File: src/rtl/ultra_sonic_echo_gen.sv
// HC-SR04-style ultrasonic sensor emulator: qualifies a host trigger pulse,
// waits a fixed burst delay, then drives an echo pulse of programmable width.
module ultra_sonic_echo_gen #(
  parameter int COUNT_WIDTH = 32,
  parameter int TRIG_MIN    = 500,
  parameter int BURST_DELAY = 10000,
  parameter int MAX_ECHO    = 1900000,
  parameter int HOLDOFF     = 500000
) (
  input  logic                   clk,
  input  logic                   reset_l,
  input  logic                   trigger,
  input  logic                   write_valid,
  input  logic [COUNT_WIDTH-1:0] write_data,
  output logic                   echo,
  output logic                   busy,
  output logic                   done_pulse,
  output logic [15:0]            short_trig_count,
  output logic [15:0]            missed_trig_count
);

  typedef enum logic [2:0] {
    S_IDLE,
    S_TRIG_HIGH,
    S_BURST,
    S_ECHO,
    S_HOLDOFF
  } state_e;

  localparam logic [COUNT_WIDTH-1:0] TRIG_MIN_C   = COUNT_WIDTH'(TRIG_MIN);
  localparam logic [COUNT_WIDTH-1:0] BURST_LAST_C = COUNT_WIDTH'(BURST_DELAY - 1);
  localparam logic [COUNT_WIDTH-1:0] HOLD_LAST_C  = COUNT_WIDTH'(HOLDOFF - 1);
  localparam logic [COUNT_WIDTH-1:0] MAX_ECHO_C   = COUNT_WIDTH'(MAX_ECHO);
  localparam logic [COUNT_WIDTH-1:0] ONE_C        = COUNT_WIDTH'(1);

  state_e                 state_q, state_d;
  logic [COUNT_WIDTH-1:0] cnt_q, cnt_d;
  logic [COUNT_WIDTH-1:0] len_q;
  logic [COUNT_WIDTH-1:0] echo_len_q, echo_len_d;
  logic [15:0]            short_q, short_d;
  logic [15:0]            missed_q, missed_d;
  logic                   sync1_q, trig_s_q, trig_d_q;
  logic [1:0]             fill_q;
  logic                   armed_q, armed_d;
  logic                   echo_q, done_q, busy_q;
  logic                   rise;

  // A trigger already high when reset releases must be seen low before it can
  // count: arming waits until the synchronizer holds a real pin sample.
  assign armed_d = armed_q | (fill_q[1] & ~trig_s_q);
  assign rise    = trig_s_q & ~trig_d_q & armed_q;

  // NOTE: state registers use non-blocking assignments so every flop samples
  // the pre-edge value of its neighbours, exactly as the hardware does.
  always_ff @(posedge clk or negedge reset_l) begin
    if (!reset_l) begin
      sync1_q    <= 1'b0;
      trig_s_q   <= 1'b0;
      trig_d_q   <= 1'b0;
      fill_q     <= 2'b00;
      armed_q    <= 1'b0;
      state_q    <= S_IDLE;
      cnt_q      <= '0;
      len_q      <= '0;
      echo_len_q <= '0;
      short_q    <= '0;
      missed_q   <= '0;
      echo_q     <= 1'b0;
      done_q     <= 1'b0;
      busy_q     <= 1'b0;
    end else begin
      sync1_q    <= trigger;
      trig_s_q   <= sync1_q;
      trig_d_q   <= trig_s_q;
      fill_q     <= {fill_q[0], 1'b1};
      armed_q    <= armed_d;
      state_q    <= state_d;
      cnt_q      <= cnt_d;
      echo_len_q <= echo_len_d;
      short_q    <= short_d;
      missed_q   <= missed_d;
      echo_q     <= (state_d == S_ECHO);
      done_q     <= (state_q == S_ECHO) && (state_d == S_HOLDOFF);
      busy_q     <= (state_d != S_IDLE);
      if (write_valid) len_q <= write_data;
    end
  end

  // NOTE: every signal driven here gets a default first, so no path through
  // the case statement can leave one unassigned and infer a latch.
  always_comb begin
    state_d    = state_q;
    cnt_d      = cnt_q;
    echo_len_d = echo_len_q;
    short_d    = short_q;
    missed_d   = missed_q;

    unique case (state_q)
      S_IDLE: begin
        if (rise) begin
          state_d = S_TRIG_HIGH;
          cnt_d   = ONE_C;
        end
      end
      S_TRIG_HIGH: begin
        if (trig_s_q) begin
          if (cnt_q < TRIG_MIN_C) cnt_d = cnt_q + ONE_C;
        end else if (cnt_q >= TRIG_MIN_C) begin
          state_d = S_BURST;
          cnt_d   = BURST_LAST_C;
          // Width is frozen here; later writes only shape the next measurement.
          echo_len_d = ((len_q == '0) || (len_q > MAX_ECHO_C)) ? MAX_ECHO_C : len_q;
        end else begin
          state_d = S_IDLE;
          if (short_q != 16'hFFFF) short_d = short_q + 16'd1;
        end
      end
      S_BURST: begin
        if (cnt_q == '0) begin
          state_d = S_ECHO;
          cnt_d   = echo_len_q - ONE_C;
        end else begin
          cnt_d = cnt_q - ONE_C;
        end
      end
      S_ECHO: begin
        if (cnt_q == '0) begin
          state_d = S_HOLDOFF;
          cnt_d   = HOLD_LAST_C;
        end else begin
          cnt_d = cnt_q - ONE_C;
        end
      end
      S_HOLDOFF: begin
        if (cnt_q == '0) state_d = S_IDLE;
        else             cnt_d   = cnt_q - ONE_C;
      end
      default: state_d = S_IDLE;
    endcase

    if (rise && (state_q inside {S_BURST, S_ECHO, S_HOLDOFF}) && (missed_q != 16'hFFFF))
      missed_d = missed_q + 16'd1;
  end

  assign echo              = echo_q;
  assign done_pulse        = done_q;
  assign busy              = busy_q;
  assign short_trig_count  = short_q;
  assign missed_trig_count = missed_q;

endmodule

File: config.mk
export PLATFORM = sky130hd
export DESIGN_NAME = ultra_sonic_echo_gen
export DESIGN_NICKNAME = d
export VERILOG_FILES = /design/src/rtl/ultra_sonic_echo_gen.sv
export SDC_FILE = /design/constraint.sdc
export NUM_CORES = 1
export LEC_CHECK = 0
export ABC_AREA = 0
export CAP_MARGIN = 20
export CORE_MARGIN = 4
export CORE_UTILIZATION = 52
export DETAILED_ROUTE_END_ITERATION = 6
export PLACE_DENSITY = 0.76
export REMOVE_ABC_BUFFERS = 1
export SLEW_MARGIN = 10
export SYNTH_ARGS = -nofsm -noshare
export SYNTH_HDL_FRONTEND = slang
export SYNTH_SLANG_ARGS = --single-unit
File: constraint.sdc
create_clock -name clk -period 3 [get_ports clk]
set_input_delay 0.3 -clock clk [delete_from_list [all_inputs] [get_ports clk]]
set_output_delay 0.3 -clock clk [all_outputs]
set_load 0.02 [all_outputs]
==> results.cfg <==
[floorplanning]
die_h_um = 132.9
die_x_um = 132.9
io_pins = 71
placement_rows = 45
initial_core_util_pct = 53.14
dieArea_um2 = 17650
core_um2 = 15260

[synth]
synth_simple_gate_area_share_pct = 23.16
ys.flop_type = dfrtp_1
syn-cell-area_um2 = 8108
synth_top_family_by_area = simple AND/OR/NAND/NOR gates
synth_top_cell_by_area = dfrtp_1
synth_mux_area_share_pct = 4.830
async_reset_ff_share_pct = 100.0
yosysWarnings = 0
synthTopCellsByArea = dfrtp_1, xnor2_1, mux2_2
synthCells = 862
synth_cell_type_count = 76
ys_seq_elements = 140
synthAdderAreaFrac_pct = 0.9259
synth_top_area_share_pct = 43.21
synth_xor_area_share_pct = 8.210
yosysSeqAreaShare_pct = 43.21
syn_area_per_cell_um2 = 9.406
synth-edff-count = 0
synth-compound-area-share_pct = 16.34

[sta]
period_share_pct = 96.06
tightestPinTransition_ns = 1.011
final_hold_viol_count = 0
finalHoldWorstSlack_ns = 0.3209
fmax_ghz = 0.3470
setup_viol = 0
setup_tns_ns = 0
grt_setup_unrepaired = yes
drv_slew = 0
slew_headroom_pct = 32.05
skew_ns = 0.006072
period_needed_ns = 2.882

[clock_tree]
path_clk_slew_ns = 0.06
cts_tree = yes
htreeDepth = 4
clk_latency_ns = 0.42
cts-root-buf = clkbuf_16
cts.sinks = 140
cts_buffers = 17
clockBufferDepth = 2

[drt]
routed-via-count = 7418
wl_um = 23170
wl_per_cell_um = 19.21
avgViaCountPerCell = 6.151
drt_first_pass_iters = 5
drc = 0
drt_iter0_drc = 702
ant_nets = 0

[global_route]
grt_pass1_vias = 7124
grtUsageTotal_pct = 26.35
antenna_found_initial = 0
grt_max_degree = 63
grt_overflow_total = 0
grt_pass1_wl_um = 37670

[worst_setup_path]
ff2ff_path_depth = 7
worstSetupPathType = register to register
cp_slowest_cell = or4b_4
critPathRequiredTime_ns = 3.29
rrSetupSlack_ns = 0.12
path_cells = or3_1 > or4b_4 > or4_4 > a311oi_4 > o21ai_2 > o311ai_1 > o21ai_1
arrival_ns = 3.17
critPathCaptureType = register
cpPeakStageDelay_ns = 0.63
setup.worst_path.start_class = register
crit_path_max_fanout = 9

[place]
gp_congestion = 0.9864
placedInstanceArea_um2 = 9484
dp_hpwl_um = 16290
portBuffers = 70

[power_and_ir_drop]
power.total_uw = 7842
leakagePower_uw = 0.004152
peakVddDrop_uv = 488.7
power_density_nw_per_um2 = 773.7

[cells_and_area]
final_area_um2 = 10140
drive_gt1_share_pct = 16.58
syn_to_final_growth_pct = 25.02
fill_cells = 1221
fin_nets = 1024
diodes = 0
final_util_pct = 66.43

[outcome]
status = complete, no violations

[worst_hold_path]
holdPathStages = 1
hp-class = input pin to register

[run]
cap_viol_max_count = 0
metrics by stage:
stage,setup WS (ns),instances
after global placement,0.05919,1173
after global routing,-0.01348,1206
final,0.1181,1206
after CTS,0.02510,1206
after detailed placement,0.02967,1173
after floorplan,-0.1737,815
critical path: cells and delay by family (launching register included):
kind            cells  cell delay, ns
simple gates        3            1.59
compound gates      4            0.79
flops               1            0.37
placed cells by master (no fill, tap or decap), types with 6 or more instances in the layout:
cell             count
nand4_1             19
o221ai_1             7
o22ai_1              7
inv_1               16
nor3_1              31
clkbuf_16           17
ha_1                 6
nor4_1              26
xor2_1              33
a31oi_1              8
nor3b_1              8
or4_1               11
dfrtp_1            140
o21ai_1             26
o211ai_1             6
clkdlybuf4s50_1     69
and2_1              20
a22o_1              18
buf_4               74
and3_1               8
o21ai_0             26
and4_1               9
a21oi_1             28
nand2_1             63
nor2_1              73
nand3_1             39
mux2_2              33
o22a_1              10
or3_1               12
xnor2_1             43
power by group:
part | switching, uW | internal, uW
Sequential | 455 | 2220
Clock | 901 | 1260
Combinational | 1720 | 1280
Total | 3080 | 4760
area by class of cell:
type                            instances  area, um2  area share, %
Sequential cell                       140       3503          34.56
Timing Repair Buffer                  148       1328          13.10
Tap cell                              211      264.0          2.605
Multi-Input combinational cell        659       4375          43.17
Inverter                               16      60.06         0.5925
Clock buffer                           17      425.4          4.197
Clock inverter                         15      180.2          1.778
sequential cells by signal, indices dropped and copies added (netlist names), 2 cells and up:
signal and count:
cnt_q 32, echo_len_q 32, len_q 32, missed_trig_count 16
short_trig_count 16, state_q 3, fill_q 2
kinds of logic after synthesis:
group,count (synthesis)
AOI/OAI and AO/OA,188
DFF,140
adders and majority gates,6
other,1
muxes,35
and+or+nand+nor,353
buffers and inverters,63
xor gates and xnor gates,76
metal layers:
layer / routed length [um] / GRT usage [%] / vias to the layer above
li1: - / - / 3445
met1: 9668 / 36.61 / 3535
met2: 10890 / 41.82 / 389
met3: 2021 / 5.437 / 49
met4: 590 / 7.794 / 0
met5: 0 / 0 / -
final timing paths:
| check | to | startpoint |
|---|---|---|
| setup / recovery | cnt_q[0]$_DFFE_PN0P_ | cnt_q[16]$_DFFE_PN0P_ |
| hold / removal | sync1_q$_DFF_PN0_ | trigger |
| setup reg to reg | cnt_q[0]$_DFFE_PN0P_ | cnt_q[16]$_DFFE_PN0P_ |
| hold reg to reg | trig_s_q$_DFF_PN0_ | sync1_q$_DFF_PN0_ |
| max in group asynchronous | echo_len_q[8]$_DFFE_PN0P_ | reset_l |
| min in group asynchronous | missed_trig_count[9]$_DFFE_PN0P_ | reset_l |
cell usage after synthesis (18+ instances only):
cell type	count
clkbuf_1	34
a21oi_1	28
nand3_1	39
nor3_1	31
o21ai_1	26
nor2_1	73
nand4_1	19
nor4_1	28
a22o_1	18
and2_1	20
xor2_1	33
nand2_1	63
mux2_2	33
dfrtp_1	140
xnor2_1	43
o21ai_0	26
repair_timing:
action / CTS / global route
gates resized for setup: 0 / 7
hold endpoints to repair: 60 / 0
endpoints found under the setup margin: 0 / 53
setup buffers: 0 / 0
hold buffers: 1 / 0
Power figures use the tool's default switching activity.
==> RTL edit: new RTL, same settings <==
The parameter `COUNT_WIDTH` goes from 32 to 64.
--- a/src/rtl/ultra_sonic_echo_gen.sv
+++ b/src/rtl/ultra_sonic_echo_gen.sv
@@ -2,5 +2,5 @@
 // waits a fixed burst delay, then drives an echo pulse of programmable width.
 module ultra_sonic_echo_gen #(
-  parameter int COUNT_WIDTH = 32,
+  parameter int COUNT_WIDTH = 64,
   parameter int TRIG_MIN    = 500,
   parameter int BURST_DELAY = 10000,
Ports: changed (resized write_data); port bits go from 71 to 103. No check against the original RTL was run, so the function may have changed too.
==> RTL edit against the original RTL <==
  * The run now ends with design-rule violations, negative setup slack left
  * Sequential cell count increased by 96
  * Non-clock buffer count increased by 222
  * Design area increased by 84%
  * Via count increased by 83%
  * Final cell count increased by 78%
  * Power increased by 82%
  * Routed wire length increased by 97%
  * Die area increased by 63%
  * First-iteration DRC count increased by 150%
  * Setup slack got worse by 280 ps
  * Maximum frequency decreased by 9.0%
  * Synthesized area increased by 68%
  * Critical endpoint is now cnt_q[25]
  * Largest power group unchanged
==> RTL edit: results (changes against the original RTL) <==
numCtsBuffers: 26  # +9
synthArstFlopShare_pct: 100.0  # unchanged
synth-compound-area-share_pct: 16.07  # -0.27 points
yosysSeqAreaShare_pct: 43.49  # +0.28 points
io_buffers: 102  # +46%
top_regs: "cnt_q: 64 flops, echo_len_q: 64 flops, len_q: 64 flops"
fin_ws_ps: -166.1  # -284.2 ps
drcViolationCount: 8  # +8
dp_hpwl_mm: 31.38  # +93%
preCtsSetupSlack_ps: -320.6  # -350.3 ps
violations: "design-rule violations, negative setup slack"
muxShareOfSynthArea_pct: 4.883  # +0.053 points
synthXorXnorAreaFrac_pct: 7.352  # -0.86 points
met2_usage_pct: 47.76  # +5.9 points
ys_top_cells_by_count: "236 x dfrtp_1, 153 x nand2_1, 99 x nor2_1, 93 x o21ai_0, 75 x nor3_1"
tightest_slew_ps: 926.4  # -85.00 ps
grt_use_met3_pct: 6.429  # +0.99 points
dp_cells: 2076  # +77%
track_usage_pct: 30.26  # +3.9 points
num_vias: 13574  # +83%
synth_cells: 1484  # +72%
grt_max_degree: 77  # +22%
critPathMaxFanout: 3  # -6
fin_nets: 1874  # +83%
arrival_ps: 3590  # +420 ps
grt_pass1_wl_mm: 71.11  # +89%
gp_congestion: 0.9985  # +1.2%
placed_cell_area_um2: 16630  # +75%
layout-drive-gt1-share_pct: 27.14  # +11 points
clkLatencyLatePin_ps: 560  # +140 ps
switching_share_pct: 40.45  # +1.2 points
power_switching_uw: 5772  # +87%
setup_violations: 56  # +56
clockBufferDepth: 3  # +1
leakage_uw: 0.008094  # +95%
drt-total-wl_mm: 45.67  # +97%
comb-power_uw: 6740  # +120%
grt_use_met1_pct: 41.14  # +4.5 points
status: "finished with violations"
finalSetupTns_ps: -3953  # -3953 ps
drt-pass1-iter-count: 7  # +2
synthTopCellsByArea: "dfrtp_1 43%, mux2_2 4.8%, xnor2_1 4.3%"
synth_fa_ha_area_share_pct: 0.5528  # -0.37 points
pg_seq_uw: 4180  # +56%
grt_pass1_vias: 13362  # +88%
yosysWarnings: 0  # unchanged
htreeDepth: 1  # -3
stdcell_count: 2150  # +78%
critPathMaxStageDelay_ps: 560  # -70 ps
finClkSkew_ps: 19.48  # +13.41 ps
peakVddDrop_uv: 516.1  # +5.6%
drtIter0Drc: 1720  # +150%
antenna_found_initial: 1  # +1
-- RTL edit: changes by cell type in the layout (fill, tap and decap cells not counted), sizes merged, moves of 31 or more --
cell	unedited run	this run
dfrtp	140	236
nand2	63	154
nor3	33	77
clkdlybuf4s50	69	100
nor2b	5	46
buf	78	267
o21ai	53	94
-- RTL edit: routing by layer --
metal | routed length (um) | share of wire [%] | vias to the layer above
met2 | 20750 | 45 | 796
met1 | 18300 | 40 | 6494
met4 | 1966 | 4.3 | 2
li1 | - | - | 6113
met5 | 13 | 0.028 | -
met3 | 4650 | 10 | 169
-- RTL edit: logic make-up (layout without fill, tap and decap cells) --
group	after synthesis	count (layout)
other	1	1
flip-flops	236	236
adder cells (fa/ha/maj)	6	6
buffers and inverters	113	449
XOR/XNOR	114	114
AO/OA/AOI/OAI	328	328
multiplexers	59	59
AND/OR/NAND/NOR	627	627
-- RTL edit: final timing paths --
kind	startpoint	to	slack [ps]	depth (start not counted)
worst min register to register	fill_q[0]	fill_q[1]	350	0
worst max register to register	cnt_q[12]	cnt_q[25]	-170	11
worst max-delay path	cnt_q[12]	cnt_q[25]	-170	11
max in group asynchronous	reset_l	len_q[49]	1800	3
min in group asynchronous	reset_l	echo_len_q[49]	300	2
worst min-delay path	trigger	sync1_q	180	1
-- RTL edit: what timing repair did --
item / in CTS / in global routing
cloned: 3 / 2
gates resized for setup: 88 / 118
buffers inserted: 11 / 11
hold endpoints to repair: 73 / 0
pin swaps: 32 / 48
endpoints found under the setup margin: 77 / 78
hold buffers: 1 / 0
-- RTL edit: cell type report --
type / instances / area, um2
inverter: 31 / 116.4
clock buffer: 29 / 681.9
tap: 330 / 412.9
sequential: 236 / 5906
clock inverter: 19 / 221.5
fill: 1772 / 6812
multi-input combinational: 1135 / 7906
timing repair buffer: 370 / 3416
